<file path="src/rtl/pipeline_memstage.sv">
// MEM-stage access controller: drives the data-cache request from the EX/MEM latch, stalls
// until dhit, holds a finished access while the pipeline is frozen, and implements LL/SC.
module pipeline_memstage #(
   parameter int unsigned ADDR_W = 32,
   parameter int unsigned DATA_W = 32,
   parameter int unsigned CNT_W  = 16
) (
   input  logic              CLK,
   input  logic              nRST,
   input  logic              flush,
   input  logic              pipe_en,
   input  logic              dmemREN_l,
   input  logic              dmemWEN_l,
   input  logic              ll_l,
   input  logic              sc_l,
   input  logic [ADDR_W-1:0] porto_l,
   input  logic [DATA_W-1:0] rdat2_l,
   input  logic              dhit,
   input  logic [DATA_W-1:0] dmemload,
   input  logic              ccinv,
   input  logic [ADDR_W-1:0] ccsnoopaddr,
   output logic              dmemREN,
   output logic              dmemWEN,
   output logic [ADDR_W-1:0] dmemaddr,
   output logic [DATA_W-1:0] dmemstore,
   output logic              mem_stall,
   output logic [DATA_W-1:0] memdata,
   output logic [CNT_W-1:0]  stall_cnt
);

   typedef enum logic [0:0] {StIdle, StHold} state_e;

   state_e              state_q, state_d;
   logic                link_valid_q, link_valid_d;
   logic [ADDR_W-1:0]   link_addr_q, link_addr_d;
   logic [DATA_W-1:0]   held_q, held_d;
   logic [CNT_W-1:0]    stall_cnt_q, stall_cnt_d;

   logic                link_match;
   logic                sc_fail;
   logic                req;
   logic                idle_act;
   logic                acc_done;
   logic [DATA_W-1:0]   access_data;

   assign link_match  = link_valid_q & (link_addr_q == porto_l);
   assign sc_fail     = sc_l & ~link_match;
   assign req         = (dmemREN_l | dmemWEN_l) & ~sc_fail;
   // Only an unflushed IDLE cycle can issue or complete an access
   assign idle_act    = (state_q == StIdle) & ~flush;
   assign acc_done    = idle_act & req & dhit;
   assign access_data = sc_l ? {{(DATA_W-1){1'b0}}, ~sc_fail} : dmemload;

   assign dmemaddr    = porto_l;
   assign dmemstore   = rdat2_l;
   assign stall_cnt   = stall_cnt_q;

   // State register
   always_ff @(posedge CLK or negedge nRST) begin
      if (!nRST) begin
         state_q <= StIdle;
      end else begin
         state_q <= state_d;
      end
   end

   // Next-state: park in HOLD when the access completes but the latch is frozen
   always_comb begin
      state_d = state_q;
      if (flush) begin
         state_d = StIdle;
      end else begin
         case (state_q)
            StIdle:  if (req && dhit && !pipe_en) state_d = StHold;
            StHold:  if (pipe_en) state_d = StIdle;
            default: state_d = StIdle;
         endcase
      end
   end

   // Outputs: requests only from unflushed IDLE, all control forced low during reset
   always_comb begin
      dmemREN   = 1'b0;
      dmemWEN   = 1'b0;
      mem_stall = 1'b0;
      memdata   = access_data;
      if (!flush) begin
         case (state_q)
            StIdle: begin
               dmemREN   = req & dmemREN_l;
               dmemWEN   = req & dmemWEN_l;
               mem_stall = req & ~dhit;
            end
            StHold:  memdata = held_q;
            default: memdata = access_data;
         endcase
      end
      if (!nRST) begin
         dmemREN   = 1'b0;
         dmemWEN   = 1'b0;
         mem_stall = 1'b0;
      end
   end

   // Held result and link register next-state
   always_comb begin
      held_d       = held_q;
      link_valid_d = link_valid_q;
      link_addr_d  = link_addr_q;
      if (acc_done && !pipe_en) held_d = access_data;
      if (acc_done && ll_l) begin
         link_valid_d = 1'b1;
         link_addr_d  = porto_l;
      end
      if (acc_done && sc_l) link_valid_d = 1'b0;
      if (acc_done && dmemWEN_l && !sc_l && (porto_l == link_addr_q)) link_valid_d = 1'b0;
      if (idle_act && sc_fail && pipe_en) link_valid_d = 1'b0;
      // Compare against the updated address so a snoop racing an LL to it wins
      if (ccinv && (ccsnoopaddr == link_addr_d)) link_valid_d = 1'b0;
   end

   // Saturating stall counter next-state
   always_comb begin
      stall_cnt_d = stall_cnt_q;
      if (mem_stall && !(&stall_cnt_q)) stall_cnt_d = stall_cnt_q + {{(CNT_W-1){1'b0}}, 1'b1};
   end

   // Data registers: held result, link, stall counter
   always_ff @(posedge CLK or negedge nRST) begin
      if (!nRST) begin
         held_q       <= '0;
         link_valid_q <= 1'b0;
         link_addr_q  <= '0;
         stall_cnt_q  <= '0;
      end else begin
         held_q       <= held_d;
         link_valid_q <= link_valid_d;
         link_addr_q  <= link_addr_d;
         stall_cnt_q  <= stall_cnt_d;
      end
   end

endmodule
</file>
<file path="config.mk">
export PLATFORM = sky130hd
export DESIGN_NAME = pipeline_memstage
export DESIGN_NICKNAME = d
export VERILOG_FILES = /design/src/rtl/pipeline_memstage.sv
export SDC_FILE = /design/constraint.sdc
export NUM_CORES = 1
export LEC_CHECK = 0
export CAP_MARGIN = 20
export CORE_UTILIZATION = 45
export DETAILED_ROUTE_END_ITERATION = 16
export PLACE_DENSITY = 0.88
export RECOVER_POWER = 25
export SYNTH_ARGS = -nofsm -noshare
export SYNTH_HDL_FRONTEND = slang
export SYNTH_SLANG_ARGS = --single-unit
</file>
<file path="constraint.sdc">
create_clock -name CLK -period 9.3 [get_ports CLK]
set_input_delay 2.79 -clock CLK [delete_from_list [all_inputs] [get_ports CLK]]
set_output_delay 2.79 -clock CLK [all_outputs]
set_load 0.005 [all_outputs]
</file>
== After elaboration in Yosys (flattened, before gate mapping) ==
Index checks and enable logic that the tools add are counted.
Storage, ports and cells
  output and inout bits: 115
  register bits after elaboration: 82
  word-level logic and storage cells: 63
  input port bits: 138
Cells by class
  bitwise logic cells: 15
  $add $sub $neg: 1
  reduce and logical (&&, ||, !) cells: 17
  mux-type cells: 22
  equal/unequal tests: 3
Operator list (count)
  32-bit 2-to-1 mux: 4
  32-bit equality test: 3
  1-bit 2-to-1 mux: 17
  16-bit by 1-bit adder with 16-bit output (second input constant): 1
  16-bit AND reduction: 1
  1-bit logical AND: 12
  1-bit AND: 9
  1-bit inverter: 5
  5-bit nonzero test: 1
  1-bit zero test: 3
  1-bit one-hot mux with 2 select lines: 1
  1-bit bitwise OR: 1

== Longest topological paths before layout ==
Gate-level depths: netlist (run 1).
  depth in word-level cells: 14
  gate-level depth with buffers: 10
  mapped depth without buffers: 9

== Worst setup path after synthesis (run 1) ==
Ideal clock, no wire load.
  path type: input port to output port
  start: input porto_l[20]
  end: output memdata[0]
  required time: 6.510 ns
  cell stages on the path: 7
  path buffers: 1
  setup slack: 2.193 ns
  arrival time: 4.317 ns
  cell sequence: xor2_1 nor4_1 nand2_1 o41ai_1 buf_2 o21ai_0 o21ai_0
On the way
  word-level cells in the longest chain between the ends: 8
Ends and longest elaborated chain
  start, declared: line 16  | input logic [ADDR_W-1:0] porto_l,
  32-bit equality test (*): line 46  | assign link_match = link_valid_q & (link_addr_q == porto_l);
  1-bit AND (*): line 46
  1-bit inverter (*): line 47  | assign sc_fail = sc_l & ~link_match;
  1-bit AND (*): line 47
  1-bit inverter (*): line 52  | assign access_data = sc_l ? {{(DATA_W-1){1'b0}}, ~sc_fail} : dmemload;
  32-bit 2-to-1 mux (*): line 52
  32-bit 2-to-1 mux: line 88  | case (state_q)
  32-bit 2-to-1 mux (*): line 87  | if (!flush) begin
  end, declared: line 27  | output logic [DATA_W-1:0] memdata,
Every way passes the cells marked *; elsewhere a longest branch is shown, timed or not.

== Worst setup path in the final report (run 1) ==
  start: input porto_l[16]
  end: output mem_stall
On the way
  word-level cells in the longest chain between the ends: 10
Ends and longest elaborated chain
  32-bit equality test: line 46
  1-bit AND: line 46
  1-bit inverter: line 47
  1-bit AND: line 47
  1-bit inverter: line 48  | assign req = (dmemREN_l | dmemWEN_l) & ~sc_fail;
  1-bit AND: line 48
  1-bit AND: line 92  | mem_stall = req & ~dhit;
  1-bit 2-to-1 mux: line 88
  1-bit 2-to-1 mux: line 87
  1-bit 2-to-1 mux: line 98  | if (!nRST) begin
  end, declared: line 26  | output logic mem_stall,
Every way passes these cells.

==> results of run 1 <==
-- final cells by class --
type | instances | area [um^2] | area share (%)
repair buffers | 192 | 1910 | 27.1
inverters | 26 | 97.6 | 1.38
clock buffers | 9 | 225 | 3.19
well taps | 140 | 175 | 2.48
multi-input cells | 400 | 2520 | 35.6
clock inverters | 7 | 78.8 | 1.12
flip-flops and latches | 82 | 2050 | 29.1
-- cell usage in the layout (no fill, tap or decap), types with 3 or more instances in the layout --
master / instances
clkdlybuf4s50_1: 187
nand2_1: 116
dfrtp_1: 82
o21ai_0: 80
xor2_1: 52
inv_1: 26
xnor2_1: 22
mux2_2: 21
nand3_1: 18
nor4_1: 15
nor2_1: 10
clkbuf_16: 9
a21oi_1: 8
nand4_1: 7
o22ai_1: 6
and4_1: 4
o211a_1: 4
nor3_1: 3
o2bb2ai_1: 3
clkinvlp_4: 3
-- critical path: stages --
cell,delay [ns]
clkdlybuf4s50_1,0.49
xor2_1,0.20
nor4_1,0.43
nand4_1,0.31
o41a_4,0.54
nor4_4,0.37
clkdlybuf4s50_1,0.58
-- per-layer routing --
layer	share of wire, %	routed length (um)	up-vias	GRT usage [%]
met1	39	5450	2156	26.6
met2	50	6960	208	40.8
met5	0	0	-	0
li1	-	-	2186	-
met4	3.1	429	0	12.3
met3	8.4	1180	34	8.18
-- through the flow --
stage | utilization (%) | area (um^2) | std cells | setup WS, ns | hold WS, ns
2_1_floorplan | - | 5220 | 593 | 2.19 | 0.450
3_3_place_gp | 60.9 | 6740 | 839 | 0.894 | 0.462
3_5_place_dp | 60.9 | 6740 | 839 | 0.834 | 0.470
4_1_cts | 63.6 | 7050 | 855 | 0.816 | 0.485
5_1_grt | 63.7 | 7060 | 856 | 0.472 | 0.495
6_report | 63.7 | 7060 | 856 | 0.793 | 0.480
-- worst max-delay path by stage --
stage / startpoint / to / cells past startpoint
floorplan: porto_l[20] / memdata[0] / 7
global placement: porto_l[16] / mem_stall / 7
detailed placement: porto_l[16] / mem_stall / 7
CTS: porto_l[16] / mem_stall / 7
global route: nRST / mem_stall / 4
finish: porto_l[16] / mem_stall / 7
-- sequential cells by signal, summed over array words and instances, names as in the netlist --
name / count
held_q: 32
link_addr_q: 32
stall_cnt: 16
link_valid_q: 1
state_q: 1
-- where the power goes --
part           switching [uW]  internal, uW
registers                52.7           421
clock network             148           210
logic                     129           161
-- kinds of logic after synthesis --
kind of cell | count (synthesis) | synth area share [%]
compound gates | 114 | 13.0
xor+xnor | 74 | 12.4
fa+ha+maj | 1 | 0.240
buf+inv | 111 | 12.8
flops | 82 | 39.3
mux | 24 | 5.20
simple gates | 187 | 17.0
==> results.toml, run 1 <==
[layout]
drive_gt1_share_pct = 7.26
n_fill_cell = 892
area_delta_synth_final_pct = 35.2
finalNetCount = 850
antenna_cells = 0

[sta]
fmax_ghz = 0.118
rsz0062_at_grt = "no"
skew_ns = 0.00608
max_slew.worst_pin.slew_ns = 2.47
tns_ns = 0
maxSlewViolCount = 86
hold_viol_final = 0
finalSetupViolCount = 0
fin_crit_sh_pct = 91.5
min_period_ns = 8.51
relSlewSlack_pct = -64.6

[grt]
grt_usage_pct = 24.0
grt_overflow = 0
antenna_found_initial = 1
grt_pass1_wl_um = 21900
first_global_vias = 4605
grt_max_degree = 65

[synthesis]
synth.net_count = 732
ys_ff_latch = 82
ys_seq_area_share_pct = 39.3
netlist_area_um2 = 5220
synth.avg_cell_area_um2 = 8.80
synth_common_cells = "nand2_1, dfrtp_1, o21ai_0, buf_4, xor2_1"
synth_cell_type_count = 47
synth_top_area_share_pct = 39.3
yosysMostFrequentCell = "nand2_1"
yosysWarnings = 0
synth_edf_count = 0
syn_inst = 593
async_flop_share_pct = 100
synth_area_leader_cell = "dfrtp_1"
synth_ff_type = "dfrtp_1"
synth_area_leaders = "dfrtp_1, buf_4, xor2_1"

[clock_tree]
cts.clk_slew.worst_paths_ns = 0.06
tritoncts = "done"
cts_buffer_depth = 2
root_buffer = "clkbuf_16"
hold_buffers = 0
clock-sinks = 82
cts-resized-gates = 0
cts_max_level = 3
insertion_delay_ns = 0.33
numCtsBuffers = 9
cts_setup_buffers = 0

[power_and_ir_drop]
cellLeakagePower_uw = 0.00296
powerDensity_nw_per_um2 = 159
peakVddDrop_mv = 0.0990
p_total_uw = 1120

[critical_path]
cp-start-kind = "input port"
path_class = "in -> out"
worst_ep_required_time_ns = 6.51
end_kind = "primary output"
crit_path_max_fanout = 12
arrival_ns = 5.72
r2r_start = "link_addr_q[16]"
r2r-end = "link_valid_q"
r2r_slack_ns = 5.45
rr_worst_depth = 9

[routing]
antenna_left = 0
finalWirelength_um = 14000
drc = 0
avgRoutedWirePerCell_um = 16.4
drt-pass1-iter-count = 4
vias_per_cell = 5.36
num_vias = 4584
drtIter0Drc = 245

[floorplan]
die_h_um = 110
ioPinCount = 253
fp.dieW_um = 110
initial_utilization_pct = 47.1
rows = 38
die-area_um2 = 12000
coreArea_um2 = 11100

[placed_design]
dpl.hpwl_um = 10800
gp_congestion = 0.960
port_buffers = 188

[run_status]
failed_checks = "capacitance limit, slew limit"
status = "complete, but fails checks"

[hold_path]
min-delay-start = "held_q[4]"
hp-class = "reg -> reg"
hold_end = "held_q[4]"
holdPathStages = 2

[flow_run]
cap_violations = 2
No activity file was read; power rests on OpenSTA's default activity.
==> inputs of run 2 (changes only) <==
CORE_MARGIN = 2   (was not set)
==> run 2 against run 1 <==
Against the previous run:
- the run still ends with capacitance limit, slew limit left
- worst setup slack lost 0.037 ns
- count of clock-buffer cells in the layout is the same
- power is 1.5% higher
- critical path depth unchanged
- cell count rose by 0.12%
- register-to-register slack lost 0.04 ns
- critical path type unchanged
- global-route usage down 0.93 points
- sequential share of layout area about the same
==> results.toml, run 2 (synthesis gave the netlist of run 1 again) <==
[run_status]
status = "complete, but fails checks"
failed_checks = "capacitance limit, slew limit"

[routing]
drt-pass1-iter-count = 5
drc = 0
vias_per_cell = 5.44
avgRoutedWirePerCell_um = 16.9
num_vias = 4664
drtIter0Drc = 204
antenna_left = 0
finalWirelength_um = 14500

[critical_path]
worst_ep_required_time_ns = 6.51
r2r_slack_ns = 5.41
arrival_ns = 5.75
r2r-end = "link_valid_q"
crit_path_max_fanout = 12
cp-start-kind = "input port"
rr_worst_depth = 9
end_kind = "primary output"
r2r_start = "link_addr_q[16]"
path_class = "in -> out"
crit_path_start = "porto_l[16]"

[flow_run]
cap_violations = 2

[sta]
fin_crit_sh_pct = 91.9
whs_ns = 0.482
skew_ns = 0.00785
max_slew.worst_pin.slew_ns = 2.53
maxSlewViolCount = 86
relSlewSlack_pct = -68.7
finalSetupViolCount = 0
tns_ns = 0
rsz0062_at_grt = "no"
hold_viol_final = 0
min_period_ns = 8.54
fmax_ghz = 0.117

[layout]
finalNetCount = 850
fin_area_um2 = 7070
multi_input_area_um2 = 2520
n_fill_cell = 931
stdcell_count = 857
area_delta_synth_final_pct = 35.3
regArea_um2 = 2050
mostFrequentLayoutCells = "clkdlybuf4s50_1, nand2_1, dfrtp_1, o21ai_0, xor2_1"
mostFrequentLayoutCell = "clkdlybuf4s50_1"
antenna_cells = 0
drive_gt1_share_pct = 7.00

[grt]
use_met2_pct = 40.8
grt_usage_pct = 23.1
grt_pass1_wl_um = 23200
antenna_found_initial = 1
grt_max_degree = 65
gr-usage-met3_pct = 7.24
globalRouteMet1Util_pct = 26.5
grt_overflow = 0
top_usage_layer = "met2"
first_global_vias = 4691

[hold_path]
hp-class = "reg -> reg"
min-delay-start = "held_q[25]"
holdPathStages = 2
hold_end = "held_q[25]"

[clock_tree]
cts_setup_buffers = 0
root_buffer = "clkbuf_16"
tritoncts = "done"
numCtsBuffers = 9
hold_buffers = 0
cts-resized-gates = 0
cts.clk_slew.worst_paths_ns = 0.06
clock-sinks = 82
cts_max_level = 3
cts_buffer_depth = 2
insertion_delay_ns = 0.34

[placed_design]
place_inst = 842
dpl.hpwl_um = 10900
gp_congestion = 0.918
port_buffers = 188
placed_cell_area_um2 = 6750

[floorplan]
fp.dieW_um = 112
initial_utilization_pct = 45.9
die-area_um2 = 12500
die_h_um = 112
rows = 39
ioPinCount = 253
coreArea_um2 = 11400

[power_and_ir_drop]
peakVddDrop_mv = 0.0974
cellLeakagePower_uw = 0.00297
powerDensity_nw_per_um2 = 161
run 2: power by group:
group          switching, uW  internal (uW)
sequential              52.5            421
combinational            132            161
clock                    140            232
run 2: worst max path at each step:
stage,depth (start not counted),to
floorplan,7,memdata[0]
global placement,7,mem_stall
detailed placement,7,mem_stall
CTS,7,mem_stall
global route,4,mem_stall
finish,7,mem_stall
run 2: final cells by class:
| cell class | count | share of cell area, % |
|---|---|---|
| Multi-Input combinational cell | 400 | 35.6 |
| Inverter | 26 | 1.38 |
| Clock inverter | 5 | 1.15 |
| Tap cell | 143 | 2.53 |
| Timing Repair Buffer | 192 | 27.1 |
| Sequential cell | 82 | 29.0 |
| Clock buffer | 9 | 3.19 |
run 2: routing by layer:
layer  share of wire (%)  vias up
li1                    -     2193
met1                  38     2200
met2                  51      243
met3                 9.4       26
met4                 1.7        2
met5               0.076        -
run 2: metrics by stage:
| stage | setup WS (ns) | util [%] | power, uW |
|---|---|---|---|
| after global routing | 0.354 | 62.1 | 1200 |
| after detailed placement | 0.745 | 59.3 | 771 |
| after global placement | 0.795 | 59.3 | 759 |
| after floorplan | 2.19 | - | 637 |
| after CTS | 0.737 | 62.0 | 1150 |
| final | 0.756 | 62.1 | 1140 |
run 2: critical path, cell delays in order:
cell             delay, ns
clkdlybuf4s50_1       0.48
xor2_1                0.20
nor4_1                0.42
nand4_1               0.32
o41a_4                0.55
nor4_4                0.39
clkdlybuf4s50_1       0.60
==> inputs of run 3 (changes only) <==
SKIP_LAST_GASP = 1   (was not set)
==> results of run 3 <==
Final layout, timing and power as in run 2 (identical DEF).
